$ cat config.mk
export PLATFORM = sky130hd
export DESIGN_NAME = multicycle_controller
export DESIGN_NICKNAME = d
export VERILOG_FILES = /design/src/rtl/multicycle_controller.sv
export SDC_FILE = /design/constraint.sdc
export NUM_CORES = 1
export LEC_CHECK = 0
export ABC_AREA = 1
export CORE_MARGIN = 3
export CORE_UTILIZATION = 30
export DETAILED_ROUTE_END_ITERATION = 10
export PLACE_DENSITY = 0.66
export SYNTH_ARGS = -nofsm -noshare
export SYNTH_HDL_FRONTEND = slang
export SYNTH_SLANG_ARGS = --single-unit
export TNS_END_PERCENT = 20
$ cat constraint.sdc
create_clock -name clk -period 2.1 [get_ports clk]
set_clock_uncertainty 0.15 [all_clocks]
set_input_delay 0.42 -clock clk [delete_from_list [all_inputs] [get_ports clk]]
set_output_delay 0.42 -clock clk [all_outputs]
set_load 0.02 [all_outputs]
$ cat src/rtl/multicycle_controller.sv
// Control FSM for a multicycle MIPS-style datapath sharing one unified memory.
// Outputs are decoded from the state register so reset clears them immediately.
module multicycle_controller (
  input  logic       clk,
  input  logic       reset,
  input  logic [5:0] op,
  input  logic [5:0] funct,
  input  logic       zero,
  input  logic       mem_ready,
  output logic       mem_req,
  output logic       i_or_d,
  output logic       mem_write,
  output logic       ir_write,
  output logic       pc_en,
  output logic [1:0] pc_src,
  output logic       alu_src_a,
  output logic [1:0] alu_src_b,
  output logic [2:0] alu_control,
  output logic       reg_write,
  output logic       reg_dst,
  output logic       mem_to_reg,
  output logic       instr_done,
  output logic       illegal_op
);

  typedef enum logic [3:0] {
    S_RST, S_FETCH, S_DECODE, S_MEMADR, S_MEMREAD, S_MEMWB, S_MEMWRITE,
    S_EXECUTE, S_ALUWB, S_BRANCH, S_ADDIEX, S_ADDIWB, S_JUMP
  } state_t;

  localparam logic [5:0] OP_LW    = 6'b100011;
  localparam logic [5:0] OP_SW    = 6'b101011;
  localparam logic [5:0] OP_RTYPE = 6'b000000;
  localparam logic [5:0] OP_BEQ   = 6'b000100;
  localparam logic [5:0] OP_ADDI  = 6'b001000;
  localparam logic [5:0] OP_J     = 6'b000010;

  localparam logic [2:0] ALU_ADD = 3'b010;
  localparam logic [2:0] ALU_SUB = 3'b110;
  localparam logic [2:0] ALU_AND = 3'b000;
  localparam logic [2:0] ALU_OR  = 3'b001;
  localparam logic [2:0] ALU_SLT = 3'b111;

  state_t state;
  logic   pc_write;
  logic   branch;

  function automatic logic [2:0] funct_to_alu(input logic [5:0] f);
    case (f)
      6'b100000: funct_to_alu = ALU_ADD;
      6'b100010: funct_to_alu = ALU_SUB;
      6'b100100: funct_to_alu = ALU_AND;
      6'b100101: funct_to_alu = ALU_OR;
      6'b101010: funct_to_alu = ALU_SLT;
      default:   funct_to_alu = ALU_ADD;
    endcase
  endfunction

  always_ff @(posedge clk or posedge reset) begin
    if (reset) begin
      state <= S_RST;
    end else begin
      case (state)
        S_RST:      state <= S_FETCH;
        S_FETCH:    state <= mem_ready ? S_DECODE : S_FETCH;
        S_DECODE: begin
          case (op)
            OP_LW, OP_SW: state <= S_MEMADR;
            OP_RTYPE:     state <= S_EXECUTE;
            OP_BEQ:       state <= S_BRANCH;
            OP_ADDI:      state <= S_ADDIEX;
            OP_J:         state <= S_JUMP;
            default:      state <= S_FETCH;
          endcase
        end
        S_MEMADR:   state <= (op == OP_LW) ? S_MEMREAD : S_MEMWRITE;
        S_MEMREAD:  state <= mem_ready ? S_MEMWB : S_MEMREAD;
        S_MEMWB:    state <= S_FETCH;
        S_MEMWRITE: state <= mem_ready ? S_FETCH : S_MEMWRITE;
        S_EXECUTE:  state <= S_ALUWB;
        S_ALUWB:    state <= S_FETCH;
        S_BRANCH:   state <= S_FETCH;
        S_ADDIEX:   state <= S_ADDIWB;
        S_ADDIWB:   state <= S_FETCH;
        S_JUMP:     state <= S_FETCH;
        default:    state <= S_RST;
      endcase
    end
  end

  // FETCH only commits IR and PC in the cycle memory actually completes.
  always_comb begin
    mem_req     = 1'b0;
    i_or_d      = 1'b0;
    mem_write   = 1'b0;
    ir_write    = 1'b0;
    pc_write    = 1'b0;
    branch      = 1'b0;
    pc_src      = 2'b00;
    alu_src_a   = 1'b0;
    alu_src_b   = 2'b00;
    alu_control = 3'b000;
    reg_write   = 1'b0;
    reg_dst     = 1'b0;
    mem_to_reg  = 1'b0;
    instr_done  = 1'b0;
    illegal_op  = 1'b0;
    case (state)
      S_FETCH: begin
        mem_req     = 1'b1;
        alu_src_b   = 2'b01;
        alu_control = ALU_ADD;
        ir_write    = mem_ready;
        pc_write    = mem_ready;
      end
      S_DECODE: begin
        alu_src_b   = 2'b11;
        alu_control = ALU_ADD;
        if (!(op inside {OP_LW, OP_SW, OP_RTYPE, OP_BEQ, OP_ADDI, OP_J})) begin
          illegal_op = 1'b1;
          instr_done = 1'b1;
        end
      end
      S_MEMADR, S_ADDIEX: begin
        alu_src_a   = 1'b1;
        alu_src_b   = 2'b10;
        alu_control = ALU_ADD;
      end
      S_MEMREAD: begin
        mem_req = 1'b1;
        i_or_d  = 1'b1;
      end
      S_MEMWB: begin
        reg_write  = 1'b1;
        mem_to_reg = 1'b1;
        instr_done = 1'b1;
      end
      S_MEMWRITE: begin
        mem_req    = 1'b1;
        i_or_d     = 1'b1;
        mem_write  = 1'b1;
        instr_done = mem_ready;
      end
      S_EXECUTE: begin
        alu_src_a   = 1'b1;
        alu_control = funct_to_alu(funct);
      end
      S_ALUWB: begin
        reg_write  = 1'b1;
        reg_dst    = 1'b1;
        instr_done = 1'b1;
      end
      S_BRANCH: begin
        alu_src_a   = 1'b1;
        alu_control = ALU_SUB;
        pc_src      = 2'b01;
        branch      = 1'b1;
        instr_done  = 1'b1;
      end
      S_ADDIWB: begin
        reg_write  = 1'b1;
        instr_done = 1'b1;
      end
      S_JUMP: begin
        pc_src     = 2'b10;
        pc_write   = 1'b1;
        instr_done = 1'b1;
      end
      default: ;
    endcase
  end

  assign pc_en = pc_write | (branch & zero);

endmodule

# After elaboration in Yosys (flattened, before gate mapping)
# Cells that the tools add are included.
dict set report op_classes {
  bitwise 2
  eq_ne 21
  n_reduce_logical 12
  mux 23
}
# cell n
set op_table {}
lappend op_table {{$eq 6x6->1 const B} 6}
lappend op_table {{$pmux 4 s8} 1}
lappend op_table {{$eq 4x4->1 const B} 5}
lappend op_table {{$pmux 4 s5} 1}
lappend op_table {{$eq 4x3->1 const B} 4}
lappend op_table {{$mux 1} 12}
lappend op_table {{$pmux 3 s4} 1}
lappend op_table {{$pmux 3 s3} 1}
lappend op_table {{$eq 4x2->1 const B} 2}
lappend op_table {{$reduce_or 4->1} 2}
lappend op_table {{$eq 6x2->1 const B} 1}
lappend op_table {{$eq 6x3->1 const B} 1}
lappend op_table {{$eq 6x4->1 const B} 1}
lappend op_table {{$logic_not 6->1} 1}
lappend op_table {{$pmux 2 s3} 1}
lappend op_table {{$reduce_bool 6->1} 1}
lappend op_table {{$reduce_or 2->1} 3}
lappend op_table {{$reduce_or 3->1} 2}
lappend op_table {{$reduce_or 6->1} 1}
lappend op_table {{$reduce_or 5->1} 1}
lappend op_table {{$eq 4x1->1 const B} 1}
lappend op_table {{$logic_not 4->1} 1}
lappend op_table {{$mux 2} 2}
lappend op_table {{$pmux 2 s2} 1}
lappend op_table {{5 further kinds} 5}
dict set report totals {
  output_inout_bits 18
  reg_bits 4
}

# Logic depth before layout (Yosys ltp)
dict set report logic_depth {
  depth_word 4
  depth_mapped 8
}

# Worst setup path after synthesis
# OpenSTA, ideal clock, no wires.
dict set report synth_path {
  kind {flip-flop to output port}
  start {register state[0]}
  end {output alu_control[1]}
  arrival_time_ps 1417
  required_ps 1530
  path_buffers 0
  stages_incl_launch_ff 5
  slack_ps 113
  path_cell_list {dfrtp_1 > inv_1 > nand2_1 > o21ai_0 > nand3b_1}
}
dict set report synth_via {
  elab_chain_len 3
  elab_cells_between_ends 8
  classes_between {eq/ne (6); mux (1); reduce/logical (1)}
}
# item line
set synth_rtl {}
lappend synth_rtl {{start: declaration} 44} ;# state_t state;
lappend synth_rtl {{start signal: assignment} 65} ;# S_FETCH: state <= mem_ready ? S_DECODE : S_FETCH;
lappend synth_rtl {{start signal: assignment} 76} ;# S_MEMADR: state <= (op == OP_LW) ? S_MEMREAD : S_MEMWRITE;
lappend synth_rtl {{start signal: assignment} 77} ;# S_MEMREAD: state <= mem_ready ? S_MEMWB : S_MEMREAD;
lappend synth_rtl {{$eq 4x2->1 (tied with other cells)} 108} ;# case (state)
lappend synth_rtl {{$reduce_or 4->1 (no source line)} n/a}
lappend synth_rtl {{$pmux 3 s3 (*)} 108}
lappend synth_rtl {{end: declaration} 18} ;# output logic [2:0] alu_control,
# Mark *: on every way between the ends. The rest lies on a longest branch, timed or not.

# Worst setup path in the final report
dict set report layout_path {
  start {register state[2]}
  end {output mem_req}
}
dict set report layout_via {
  elab_chain_len 3
  elab_cells_between_ends 5
  classes_between {eq/ne (3); mux (1); reduce/logical (1)}
}
# item line
set layout_rtl {}
lappend layout_rtl {{$eq 4x1->1 / $eq 4x3->1 (equally long branches)} 108}
lappend layout_rtl {{$reduce_or 3->1 (no source line) (*)} n/a}
lappend layout_rtl {{$mux 1 (*)} 108}
lappend layout_rtl {{end: declaration} 10} ;# output logic mem_req,
# Marked as above.

==> flow_summary.toml <==
[setup_path]
cp-endpoint = "mem_req"
critPathBufInv = 3
crit_top_cell = "buf_4"
path_cells = "nor2_4, buf_4, nand2_2, buf_4, o21ai_0, clkdlybuf4s15_1"
worst_setup_path_end_kind = "primary output"
rr_startpoint = "state[3]"
worstSetupPathType = "reg -> out"
slowest_stage = "dfrtp_2"
critPathArrivalTime_ns = 1.57
crit_path_start_kind = "flop"
cp_max_fo = 6
worstRegToRegCells = 9
critical_path.max_stage_delay_ns = 0.47
crit_required_ns = 1.53
crit_family = "buffers and inverters"
timing.rr.end = "state[1]"
ff2ff_setup_slack_ns = 0.53
path_depth = 6
startpoint = "state[2]"

[drt]
drc = 0
viasPerCell = 4.57
routedWlPerCell_um = 10.5
vias = 919
drt_wl_total_um = 2110
initialDrtViolationCount = 12
first_pass_iters = 4
antenna_left = 0

[placed_design]
io_buffers = 33
place_ws_ns = -0.502
detailed_place_hpwl_um = 1660
place_congestion = 0.844

[sta]
holdWs_ns = 0.216
setup_viol = 1
max_slew_margin_pct = 80.0
worstMarginPinSlew_ns = 0.300
slew_viol_final = 0
hold_violations = 0
fin_crit_sh_pct = 102
finalCriticalPeriod_ns = 2.14
fmax_mhz = 468
final.setup.worst_slack_ns = -0.0368
rsz0062_at_grt = "yes"
finalSetupTns_ns = -0.0368

[power]
power.density_nw_per_um2 = 993
ir_drop_mv = 0.782
leakage_uw = 0.000743

[clock_tree]
cts_buffer_depth = 2
root_buffer = "clkbuf_4"
clk_latency_ns = 0.23
cts_tree = "yes"
h-tree-depth = 1
numClockSinks = 4
clk_pin_slew_ns = 0.03
cts_made_buffers = 3
cts_hold_buf = 0

[cells_and_area]
top_register = "state"
num_antenna_cells = 0
reg_top3 = "state x4"
drive_above_1_share_pct = 38.1
nNetsFinal = 194
areaGrowthSynthToFinish_pct = 105
fill_cells = 170
largest_reg_flops = 4

[floorplanning]
rows = 15
die-height_um = 50.2
start_util_pct = 32.8
io_pins = 34
dieWidth_um = 50.2
coreArea_um2 = 1780
dieArea_um2 = 2520

[synthesis]
synth_nets = 130
syn_area_um2 = 586
yosysSeqAreaShare_pct = 17.1
syn_area_per_cell_um2 = 5.14
synth-seq-cells = 4
yosysUniqueCellTypes = 15
netlist_instances = 114
ys.warnings.count = 0

[status]
status = "finished, violations left"
violations = "negative setup slack"

[global_route]
grt_pass1_wl_um = 3450
grt_usage_pct = 17.5
overflow = 0
grt_pass1_vias = 887
antenna_found_initial = 0
grt_max_degree = 7

[flow_run]
maxCapViolCount = 0

[worst_hold_path]
hold_path.class = "in -> async"
power by group:
group          total (µW)  internal (µW)  switching, µW
Combinational         930            421            509
Clock                91.5           63.7           27.9
Sequential            170            109           60.5
cells in the mapped netlist:
| library cell | number | share of area (%) |
|---|---|---|
| nor2_1 | 22 | 14 |
| nor2_2 | 5 | 5.3 |
| nand4_1 | 3 | 3.2 |
| nand3_1 | 12 | 10 |
| nand2_2 | 1 | 1.1 |
| o22ai_2 | 1 | 2.1 |
| nand3_2 | 1 | 1.7 |
| a21oi_1 | 2 | 1.7 |
| o21ai_0 | 3 | 2.6 |
| inv_1 | 25 | 16 |
| nand3b_1 | 2 | 2.6 |
| o21bai_1 | 1 | 1.3 |
| dfrtp_1 | 4 | 17 |
| nand2_1 | 30 | 19 |
| nor3_1 | 2 | 1.7 |
per-stage QoR:
stage	total power, µW	instance area [µm²]	util (%)	cells
after global routing	1300	1200	67.3	201
final	1190	1200	67.3	201
after detailed placement	1080	1130	63.2	196
after CTS	1140	1170	65.4	200
after global placement	1080	1130	63.2	196
after floorplan	574	586	-	114
area by class of cell:
class,instances,area (µm²),share of cell area [%]
Clock buffer,3,22.5,1.88
Inverter,25,93.8,7.82
Multi-Input combinational cell,85,467,38.9
Sequential cell,4,104,8.65
Tap cell,25,31.3,2.61
Timing Repair Buffer,59,482,40.1
kinds of logic after synthesis:
kind of cell	after synthesis	synth area share (%)
AND/OR/NAND/NOR	78	59.2
flip-flops	4	17.1
AO/OA/AOI/OAI	7	7.69
buffers and inverters	25	16.0
routing by layer:
metal  wire (µm)  GRT usage, %  vias to the layer above
li1            -             -                      476
met1         829          17.5                      406
met2        1090          34.3                       31
met3         122          4.15                        6
met4          66          5.53                        0
met5           0             0                        -
timing repair:
action                                  4_1_cts  5_1_grt
gates resized for setup                      60       28
pin swaps                                     7        4
buffers inserted                              1        1
endpoints found under the setup margin       18       16
endpoints found under the hold margin         0        0
worst min-delay path by stage:
stage | from | end | cells after the start
2_1_floorplan | reset | state[0] | 1
3_3_place_gp | reset | state[0] | 2
3_5_place_dp | reset | state[0] | 2
4_1_cts | reset | state[0] | 2
5_1_grt | reset | state[2] | 2
6_report | reset | state[1] | 2
layout by cell type (no fill, tap or decap):
cell / Yosys / routed
nor2_2: 5 / 4
nor2_1: 22 / 16
clkbuf_2: 0 / 3
buf_4: 0 / 26
o21bai_1: 1 / 1
dfrtp_2: 0 / 3
nand3b_1: 2 / 2
buf_2: 0 / 6
clkdlybuf4s15_1: 0 / 2
inv_2: 0 / 2
nor3_2: 0 / 1
nor2_4: 0 / 7
nand4_1: 3 / 3
clkdlybuf4s15_2: 0 / 1
o22ai_2: 1 / 1
nand2_1: 30 / 27
clkbuf_4: 0 / 3
nor3_1: 2 / 1
a21oi_2: 0 / 2
inv_1: 25 / 23
buf_6: 0 / 2
dlygate4sd2_1: 0 / 10
dlymetal6s2s_1: 0 / 4
nand3_2: 1 / 2
nand3_1: 12 / 11
nand2_2: 1 / 4
clkdlybuf4s50_1: 0 / 5
o21ai_0: 3 / 3
dfrtp_1: 4 / 1
No activity file was read; power rests on OpenSTA's default activity.
